--- config.mk ---
export PLATFORM = sky130hd
export DESIGN_NAME = conv_out_wb_flat
export DESIGN_NICKNAME = d
export VERILOG_FILES = /design/src/rtl/conv_out_wb_if.sv /design/src/rtl/conv_out_wb.sv /design/src/flat_wrapper.sv
export SDC_FILE = /design/constraint.sdc
export NUM_CORES = 2
export LEC_CHECK = 0
export BUFFER_PORTS_ARGS = -buffer_cell sky130_fd_sc_hd__buf_4
export CAP_MARGIN = 20
export CORE_MARGIN = 10
export CORE_UTILIZATION = 40
export CTS_CLUSTER_SIZE = 30
export DETAILED_ROUTE_END_ITERATION = 6
export SLEW_MARGIN = 20
export SYNTH_ARGS = -nofsm -noshare
export SYNTH_HDL_FRONTEND = slang
export SYNTH_SLANG_ARGS = --single-unit
--- constraint.sdc ---
create_clock -name clk -period 19.59 [get_ports clk]
set_input_delay 0.9795 -clock clk [delete_from_list [all_inputs] [get_ports clk]]
set_output_delay 0.9795 -clock clk [all_outputs]
set_load 0.05 [all_outputs]
--- src/rtl/conv_out_wb_if.sv ---
// Bus bundle for the convolution writeback stage: job control, accumulator
// stream in, vector-memory write port out, and status.
interface conv_out_wb_if #(
  parameter int CORE_N   = 4,
  parameter int INTWIDTH = 16,
  parameter int ACCW     = 32,
  parameter int VAW      = 16
);
  logic                       start;
  logic [15:0]                row;
  logic [15:0]                col;
  logic [VAW-1:0]             dY_addr_rds;
  logic [4:0]                 shift;
  logic                       cout_valid;
  logic                       cout_ready;
  logic [CORE_N*ACCW-1:0]     cout_data;
  logic [CORE_N*INTWIDTH-1:0] aw;
  logic                       wr_en;
  logic                       wr_ready;
  logic [VAW-1:0]             wr_addr;
  logic [CORE_N*INTWIDTH-1:0] wr_data;
  logic                       busy;
  logic                       done;

  modport master (
    output start, row, col, dY_addr_rds, shift, cout_valid, cout_data, aw, wr_ready,
    input  cout_ready, wr_en, wr_addr, wr_data, busy, done
  );

  modport slave (
    input  start, row, col, dY_addr_rds, shift, cout_valid, cout_data, aw, wr_ready,
    output cout_ready, wr_en, wr_addr, wr_data, busy, done
  );
endinterface

--- src/rtl/conv_out_wb.sv ---
// Conv writeback: bias add, rounding right shift, saturation, packed memory writes.
// Optional ReLU clamp of negative results when CONV_WB_RELU_EN is defined.
module conv_out_wb #(
  parameter int CORE_N   = 4,
  parameter int INTWIDTH = 16,
  parameter int ACCW     = 32,
  parameter int VAW      = 16
) (
  input logic          clk,
  input logic          rst,
  conv_out_wb_if.slave bus
);

  typedef enum logic [1:0] {S_IDLE, S_RUN, S_FLUSH, S_DONE} state_t;

  state_t                     r_state;
  state_t                     w_next;
  logic                       r_busy;
  logic                       r_done;
  logic [31:0]                r_total;
  logic [VAW-1:0]             r_base;
  logic [4:0]                 r_shift;
  logic [31:0]                r_accepted;
  logic [31:0]                r_written;
  logic                       r_s1_valid;
  logic signed [ACCW:0]       r_s1_sum [CORE_N];
  logic                       r_s2_valid;
  logic [CORE_N*INTWIDTH-1:0] r_s2_data;

  logic [31:0]                w_total_in;
  logic                       w_s2_adv;
  logic                       w_s1_adv;
  logic                       w_accept;
  logic                       w_wr_fire;
  logic [CORE_N*INTWIDTH-1:0] w_q;

  // Rounding shift then clamp to the signed output range; the extra top bit keeps the rounding add from overflowing.
  function automatic logic [INTWIDTH-1:0] quant(input logic signed [ACCW:0] s, input logic [4:0] sh);
    logic signed [ACCW+1:0] t;
    logic signed [ACCW+1:0] rnd;
    logic signed [ACCW+1:0] maxv;
    logic signed [ACCW+1:0] minv;
    maxv = '0;
    maxv[INTWIDTH-2:0] = '1;
    minv = '1;
    minv[INTWIDTH-2:0] = '0;
    rnd = '0;
    if (sh != 5'd0) rnd[sh - 5'd1] = 1'b1;
    t = {s[ACCW], s};
    t = t + rnd;
    t = t >>> sh;
    if (t > maxv) t = maxv;
    else if (t < minv) t = minv;
`ifdef CONV_WB_RELU_EN
    if (t[ACCW+1]) t = '0;
`else
`endif
    return t[INTWIDTH-1:0];
  endfunction

  assign w_total_in = {16'b0, bus.row} * {16'b0, bus.col};
  assign w_s2_adv   = !r_s2_valid || bus.wr_ready;
  assign w_s1_adv   = !r_s1_valid || w_s2_adv;
  assign w_wr_fire  = r_s2_valid && bus.wr_ready;

  assign bus.cout_ready = (r_state == S_RUN) && (r_accepted < r_total) && w_s1_adv;
  assign w_accept       = bus.cout_valid && bus.cout_ready;

  assign bus.wr_en   = r_s2_valid;
  assign bus.wr_data = r_s2_data;
  assign bus.wr_addr = r_base + r_written[VAW-1:0];
  assign bus.busy    = r_busy;
  assign bus.done    = r_done;

  always_comb begin
    w_q = '0;
    for (int i = 0; i < CORE_N; i++) begin
      w_q[i*INTWIDTH +: INTWIDTH] = quant(r_s1_sum[i], r_shift);
    end
  end

  always_comb begin
    w_next = r_state;
    case (r_state)
      S_IDLE:  if (bus.start) w_next = (w_total_in == 32'd0) ? S_DONE : S_RUN;
      S_RUN:   if (r_accepted == r_total) w_next = S_FLUSH;
      S_FLUSH: if (r_written == r_total) w_next = S_DONE;
      S_DONE:  w_next = S_IDLE;
      default: w_next = S_IDLE;
    endcase
  end

  always_ff @(posedge clk) begin
    if (rst) r_state <= S_IDLE;
    else     r_state <= w_next;
  end

  // busy/done are registered so a zero-size job still shows one busy cycle before done.
  always_ff @(posedge clk) begin
    if (rst) begin
      r_busy     <= 1'b0;
      r_done     <= 1'b0;
      r_total    <= '0;
      r_base     <= '0;
      r_shift    <= '0;
      r_accepted <= '0;
      r_written  <= '0;
      r_s1_valid <= 1'b0;
      r_s2_valid <= 1'b0;
      r_s2_data  <= '0;
      for (int i = 0; i < CORE_N; i++) r_s1_sum[i] <= '0;
    end else begin
      r_busy <= (w_next != S_IDLE);
      r_done <= (r_state == S_DONE);
      if (r_state == S_IDLE && bus.start) begin
        r_total    <= w_total_in;
        r_base     <= bus.dY_addr_rds;
        r_shift    <= bus.shift;
        r_accepted <= '0;
        r_written  <= '0;
      end else begin
        if (w_accept)  r_accepted <= r_accepted + 32'd1;
        if (w_wr_fire) r_written  <= r_written + 32'd1;
      end
      if (w_s1_adv) begin
        r_s1_valid <= w_accept;
        if (w_accept) begin
          for (int i = 0; i < CORE_N; i++) begin
            r_s1_sum[i] <= $signed({bus.cout_data[i*ACCW+ACCW-1], bus.cout_data[i*ACCW +: ACCW]})
                         + $signed({{(ACCW+1-INTWIDTH){bus.aw[i*INTWIDTH+INTWIDTH-1]}},
                                    bus.aw[i*INTWIDTH +: INTWIDTH]});
          end
        end
      end
      if (w_s2_adv) begin
        r_s2_valid <= r_s1_valid;
        if (r_s1_valid) r_s2_data <= w_q;
      end
    end
  end

endmodule

--- src/flat_wrapper.sv ---
// flat-port wrapper written by rule: the top's interface ports become plain ports
module conv_out_wb_flat 
#(
  parameter int CORE_N   = 4,
  parameter int INTWIDTH = 16,
  parameter int ACCW     = 32,
  parameter int VAW      = 16
)
  (clk, rst, bus_start, bus_row, bus_col, bus_dY_addr_rds, bus_shift, bus_cout_valid, bus_cout_data, bus_aw, bus_wr_ready, bus_cout_ready, bus_wr_en, bus_wr_addr, bus_wr_data, bus_busy, bus_done);
  conv_out_wb_if #(.CORE_N(CORE_N), .INTWIDTH(INTWIDTH), .ACCW(ACCW), .VAW(VAW)) bus_i ();
  input logic clk;
  input logic rst;
  input wire logic [$bits(bus_i.start)-1:0] bus_start;
  input wire logic [$bits(bus_i.row)-1:0] bus_row;
  input wire logic [$bits(bus_i.col)-1:0] bus_col;
  input wire logic [$bits(bus_i.dY_addr_rds)-1:0] bus_dY_addr_rds;
  input wire logic [$bits(bus_i.shift)-1:0] bus_shift;
  input wire logic [$bits(bus_i.cout_valid)-1:0] bus_cout_valid;
  input wire logic [$bits(bus_i.cout_data)-1:0] bus_cout_data;
  input wire logic [$bits(bus_i.aw)-1:0] bus_aw;
  input wire logic [$bits(bus_i.wr_ready)-1:0] bus_wr_ready;
  output wire logic [$bits(bus_i.cout_ready)-1:0] bus_cout_ready;
  output wire logic [$bits(bus_i.wr_en)-1:0] bus_wr_en;
  output wire logic [$bits(bus_i.wr_addr)-1:0] bus_wr_addr;
  output wire logic [$bits(bus_i.wr_data)-1:0] bus_wr_data;
  output wire logic [$bits(bus_i.busy)-1:0] bus_busy;
  output wire logic [$bits(bus_i.done)-1:0] bus_done;
  assign bus_i.start = bus_start;
  assign bus_i.row = bus_row;
  assign bus_i.col = bus_col;
  assign bus_i.dY_addr_rds = bus_dY_addr_rds;
  assign bus_i.shift = bus_shift;
  assign bus_i.cout_valid = bus_cout_valid;
  assign bus_i.cout_data = bus_cout_data;
  assign bus_i.aw = bus_aw;
  assign bus_i.wr_ready = bus_wr_ready;
  assign bus_cout_ready = bus_i.cout_ready;
  assign bus_wr_en = bus_i.wr_en;
  assign bus_wr_addr = bus_i.wr_addr;
  assign bus_wr_data = bus_i.wr_data;
  assign bus_busy = bus_i.busy;
  assign bus_done = bus_i.done;
  conv_out_wb #(.CORE_N(CORE_N), .INTWIDTH(INTWIDTH), .ACCW(ACCW), .VAW(VAW)) u_core (.clk(clk), .rst(rst), .bus(bus_i));
endmodule
Yosys cells after proc, flatten, opt, wreduce, memory -nomap -nowiden
Memory sizes are Yosys's and may differ from the RTL's.
Cells that the tools add are included.
- bits in registers: 187
- latch bits: 0
- bits in writable memories: 132
- memory bits (read-only): 0
- input port bits: 250
- output and inout port bits: 84
- word-level logic and storage cells: 91
- memories kept: 1
- add/sub/neg operators: 12
- $mul: 1
- divide/modulo/power cells: 0
- order comparisons: 11
- eq/ne operators: 5
- shift operators: 4
- multiplexer cells: 26
- bitwise gates (word level): 4
- reduce and logical (&&, ||, !) cells: 16
- memory list (memory ; words ; bits a word ; read ports ; clocked after memory_dff ; wr ports ; line ; RTL):
    u_core.r_s1_sum ; 4 ; 33 ; 4 ; 0 ; 4 ; conv_out_wb.sv:26 ; logic signed [ACCW:0] r_s1_sum [CORE_N];
- operator list (kind ; number):
    $add 33x33->34 ; 4
    $gt 34x16->1 const B ; 4
    $lt 34x16->1 const B ; 4
    $sshr 34x5->34 ; 4
    $add 32x16->33 ; 4
    $mux 33 ; 4
    $mux 16 ; 8
    $add 32x1->32 const B ; 2
    $eq 32x32->1 ; 2
    $logic_not 32->1 ; 1
    $lt 32x32->1 ; 1
    $mul 16x16->32 ; 1
    $mux 32 ; 1
    $add 16x16->16 ; 1
    $mux 2 ; 4
    $pmux 2 s4 ; 1
    $lt 5x7->1 const B ; 1
    $mux 1 ; 7
    $logic_and 1x1->1 ; 6
    $demux 1 s5 ; 1
    $ge 5x1->1 const B ; 1
    $reduce_bool 5->1 ; 1
    $sub 5x1->5 const B ; 1
    $eq 2x2->1 const B ; 2
    8 further kinds ; 13

Longest topological paths before layout
- word-level depth: 11
- mapped depth: 31

Worst setup path before layout
Ideal clock, no wire load.
- kind: flip-flop to flip-flop
- start: register u_core.r_shift[0]
- end: register u_core.r_s2_data[48], in the netlist u_core.bus.wr_data[48]
- arrival: 7103 ps
- required time: 19460 ps
- slack: 12357 ps
- cell stages (with the launch flop): 31
- buffers on the path: 11
- path through: dfxtp_1 -> buf_2 -> buf_1 -> clkbuf_1 -> clkbuf_1 -> buf_1 -> buf_1 -> buf_1 -> clkbuf_1 -> nand2_1 -> nor2_1 -> ha_1 -> clkbuf_1 -> a21o_1 -> a21oi_1 -> o21bai_1 -> or3_1 -> or3_1 -> a21oi_1 -> nor2_1 -> mux4_2 -> a2bb2o_1 -> a221oi_1 -> nand3_1 -> or4_4 -> o21ai_4 -> o21a_1 -> or2_1 -> buf_4 -> buf_8 -> a211oi_2
- longest elaborated chain between the ends: 11
- elaborated cells between the ends (all ways): 14
- classes of those cells: add/sub (2); order compare (4); shift (1); mux (5); reduce/logical (2)
- ends and longest elaborated chain (element ; line ; RTL):
    start, declared ; conv_out_wb.sv:22 ; logic [4:0] r_shift;
    start signal, assigned ; conv_out_wb.sv:118 ; r_shift <= bus.shift;
    $sub 5x1->5 ; conv_out_wb.sv:48 ; if (sh != 5'd0) rnd[sh - 5'd1] = 1'b1;
    $lt 5x7->1 (not written as such) or $ge 5x1->1 (tied branches) ; conv_out_wb.sv:48 ;
    $logic_and 1x1->1 (not written as such) ; conv_out_wb.sv:48 ;
    $mux 1 (not written as such) ; conv_out_wb.sv:48 ;
    $demux 1 s5 ; n/a ;
    $mux 32 ; conv_out_wb.sv:48 ;
    $add 33x33->34 ; conv_out_wb.sv:50 ; t = t + rnd;
    $sshr 34x5->34 * ; conv_out_wb.sv:51 ; t = t >>> sh;
    $lt 34x16->1 ; conv_out_wb.sv:53 ; else if (t < minv) t = minv;
    $mux 16 ; conv_out_wb.sv:53 ;
    $mux 16 * ; conv_out_wb.sv:52 ; if (t > maxv) t = maxv;
    end signal, assigned ; conv_out_wb.sv:137 ; if (r_s1_valid) r_s2_data <= w_q;
    end, declared ; conv_out_wb.sv:28 ; logic [CORE_N*INTWIDTH-1:0] r_s2_data;
Every way passes the cells marked *; elsewhere a longest branch is shown, timed or not.
A chain may end at the register's enable or synchronous reset.

Worst setup path in the final report
- start: register u_core.r_shift[3]
- end: register u_core.r_s2_data[10], in the netlist u_core.bus.wr_data[10]
Same word-level chain as after synthesis.

==> reports/summary.txt <==
worst rel slew slack -> 0.209
Port Buf Inserts -> 333
CP Launch Type -> register
setup TNS -> 0 ps
core outline area -> 109,000 sq um
number of global-route vias before repair -> 41,700
Syn-to-layout area delta -> 11.5%
Final Hold Viols -> 0
library cells used by synthesis -> 118
number of synthesized flops with an enable pin -> 132
Seq/Total Area, Yosys -> 0.176
top sig layer -> met4
Async SR Flop Fraction -> 0
Syn Inst Count -> 5,571
Final Setup Violations -> 0
Setup Skew -> 48.2 ps
Max-Cap Viols -> 0
CTS tree -> yes
clock sinks -> 319
Avg Cell Area, Syn -> 7.86 sq um
kind of critical path -> reg2reg
DRC errors left -> 0
initial antenna violation count -> 3
routability cong. -> 1.00
DIE AREA -> 123,000 sq um
Fillers -> 11,000
DRT met1 WL -> 69.8 mm
Fmax achieved -> 118 MHz
met2 wire len -> 76.7 mm
Power Density -> 91.8 nW/um^2
cts repair resizes -> 0
max-slew violation count -> 0
clock buffer count from CTS -> 40
Finished Core Util -> 0.449
met3 wire len -> 10.3 mm
CTS clk-pin slew, worst paths -> 60 ps
DRT Pass-1 Iters -> 6
Hold WC Path Type -> reg2reg
CP arrival -> 8960 ps
kind of end point of the critical path -> register
H-tree Lvls -> 2
CTS Root Cell -> clkbuf_16
GRT overflow -> 0
fraction of final layout cells sized beyond drive strength 1 -> 0.114
Post-DP HPWL -> 131 mm
worst slew pin tran -> 1180 ps
Post-synth top flop -> dfxtp_1
die height -> 351 microns
fin nets -> 6,580
fin crit share -> 0.434
Finished Layout Cells -> 7,173
# hold bufs at CTS -> 0
fin crit period -> 8490 ps
Synth Cell Area -> 43,800 sq um
Starting Density -> 0.402
# Post-CTS Setup Buffers -> 0
DRT iter0 DRCs -> 3,445
Yosys reg bits -> 319
drt wl/cell -> 22.7 microns
via count -> 42,300
status -> complete, no violations
gr usage total -> 0.256
P_leak -> 21.9 nW
largest net degree at the start of global routing -> 76
peak supply drop -> 152 uV
post-DR vias/cell -> 5.90
global-route wire length before repair -> 248 mm
yosys warns -> 0
CP Max Fanout -> 56
Cells after DPL -> 7,097
routed wire length -> 163 mm
Clock Latency Late Sink -> 630 ps
IO Count -> 334
row count -> 121
Critical Path RT -> 20,060 ps
number of antenna-violating nets in the routed design -> 0
RSZ-0062 raised after global routing -> no
Max Root-Sink Buffers -> 3
Die Width -> 351 microns
## layout make-up
cell class	instances	area, sq um	share of cell area
well taps	1414	1770	0.0362
clock inverters	20	284	0.00582
inverters	405	1530	0.0312
multi-input cells	4577	33600	0.687
clock buffers	53	1100	0.0225
repair buffers	383	2880	0.0589
flip-flops and latches	319	7730	0.158
diodes	2	5.00	0.000102
## worst paths after layout
| check | from | endpoint | slack [ps] | cells past startpoint |
|---|---|---|---|---|
| hold / removal | u_core.r_base[5] | u_core.r_base[5] | 460 | 2 |
| setup reg to reg | u_core.r_shift[3] | u_core.bus.wr_data[10] | 11100 | 21 |
| hold reg to reg | u_core.r_base[5] | u_core.r_base[5] | 460 | 2 |
| setup / recovery | u_core.r_shift[3] | u_core.bus.wr_data[10] | 11100 | 21 |
## power by group
group	switching (mW)	internal [mW]	total (mW)
combinational	1.76	1.13	2.89
sequential	0.0639	0.757	0.821
clock	0.321	0.457	0.778
total	2.14	2.34	4.49
## flip-flops by register name, summed over array words and instances, names as in the netlist
register	cells
u_core.bus.busy	1
u_core.bus.done	1
u_core.bus.wr_data	64
u_core.bus.wr_en	1
u_core.r_accepted	32
u_core.r_base	16
u_core.r_s1_sum	132
u_core.r_s1_valid	1
u_core.r_shift	5
u_core.r_state	2
u_core.r_total	32
u_core.r_written	32
## logic make-up (layout without fill, tap and decap cells)
group	Yosys count	after routing	synth area share
compound gates	1483	1483	0.229
xor+xnor	309	309	0.0620
fa+ha+maj	607	607	0.208
buf+inv	678	861	0.0596
flops	319	319	0.176
mux	196	196	0.0533
other cells	1	6	0.0000856
simple gates	1978	1978	0.213
## routing by layer
layer	track usage	vias to the layer above
met5	0	-
met4	0.0898	0
met3	0.0374	319
met2	0.437	1455
met1	0.328	20400
li1	-	20200
## placed cells by master (no fill, tap or decap), types with 166 or more instances in the layout
cell type / count
o21ai_0: 258
a21oi_1: 398
ha_1: 401
dfxtp_1: 182
nor2_1: 589
fa_1: 203
xnor2_1: 177
and2_1: 166
nand2_1: 590
inv_1: 400
buf_4: 383
## synthesized netlist by cell type (all sizes together), types with 57 or more instances
cell	number	area, sq um
o21a	57	429
nand2	591	2220
buf	60	292
xor2	132	1160
dfxtp	187	3740
nand3	120	601
a21o	147	1100
and3	60	375
fa	203	4060
clkbuf	213	800
and2	166	1040
nor3	125	666
nand4	65	407
nor2	595	2240
inv	402	1510
a21oi	401	2020
o21ai	272	1380
a211oi	123	1010
xnor2	177	1550
edfxtp	132	3960
mux2i	124	1240
ha	401	5020
## through the flow
stage	power [mW]	hold slack, ps	setup slack, ps	cell area [sq um]
after floorplan	2.92	440	12360	43800
after global placement	3.68	447	11290	47400
after detailed placement	3.69	454	11230	47400
after CTS	4.49	462	11270	48800
after global routing	4.92	482	10670	48800
final	4.49	461	11100	48800
## critical path: stages, from the launching register on
cell and delay [ps]:
dfxtp_4 560, buf_4 580, buf_4 550, nand2_1 480
nor2_1 960, ha_1 360, a21oi_1 100, o21a_1 230
and3_1 180, a22oi_2 320, nand4_1 280, nor2b_4 220
o21ai_1 830, mux2_2 300, nand2_1 70, o2111ai_1 220
o21ai_0 270, or3_1 450, nor4_4 200, a31oi_4 260
a211oi_4 720, nor4_1 120
No activity file was read; power rests on OpenSTA's default activity.
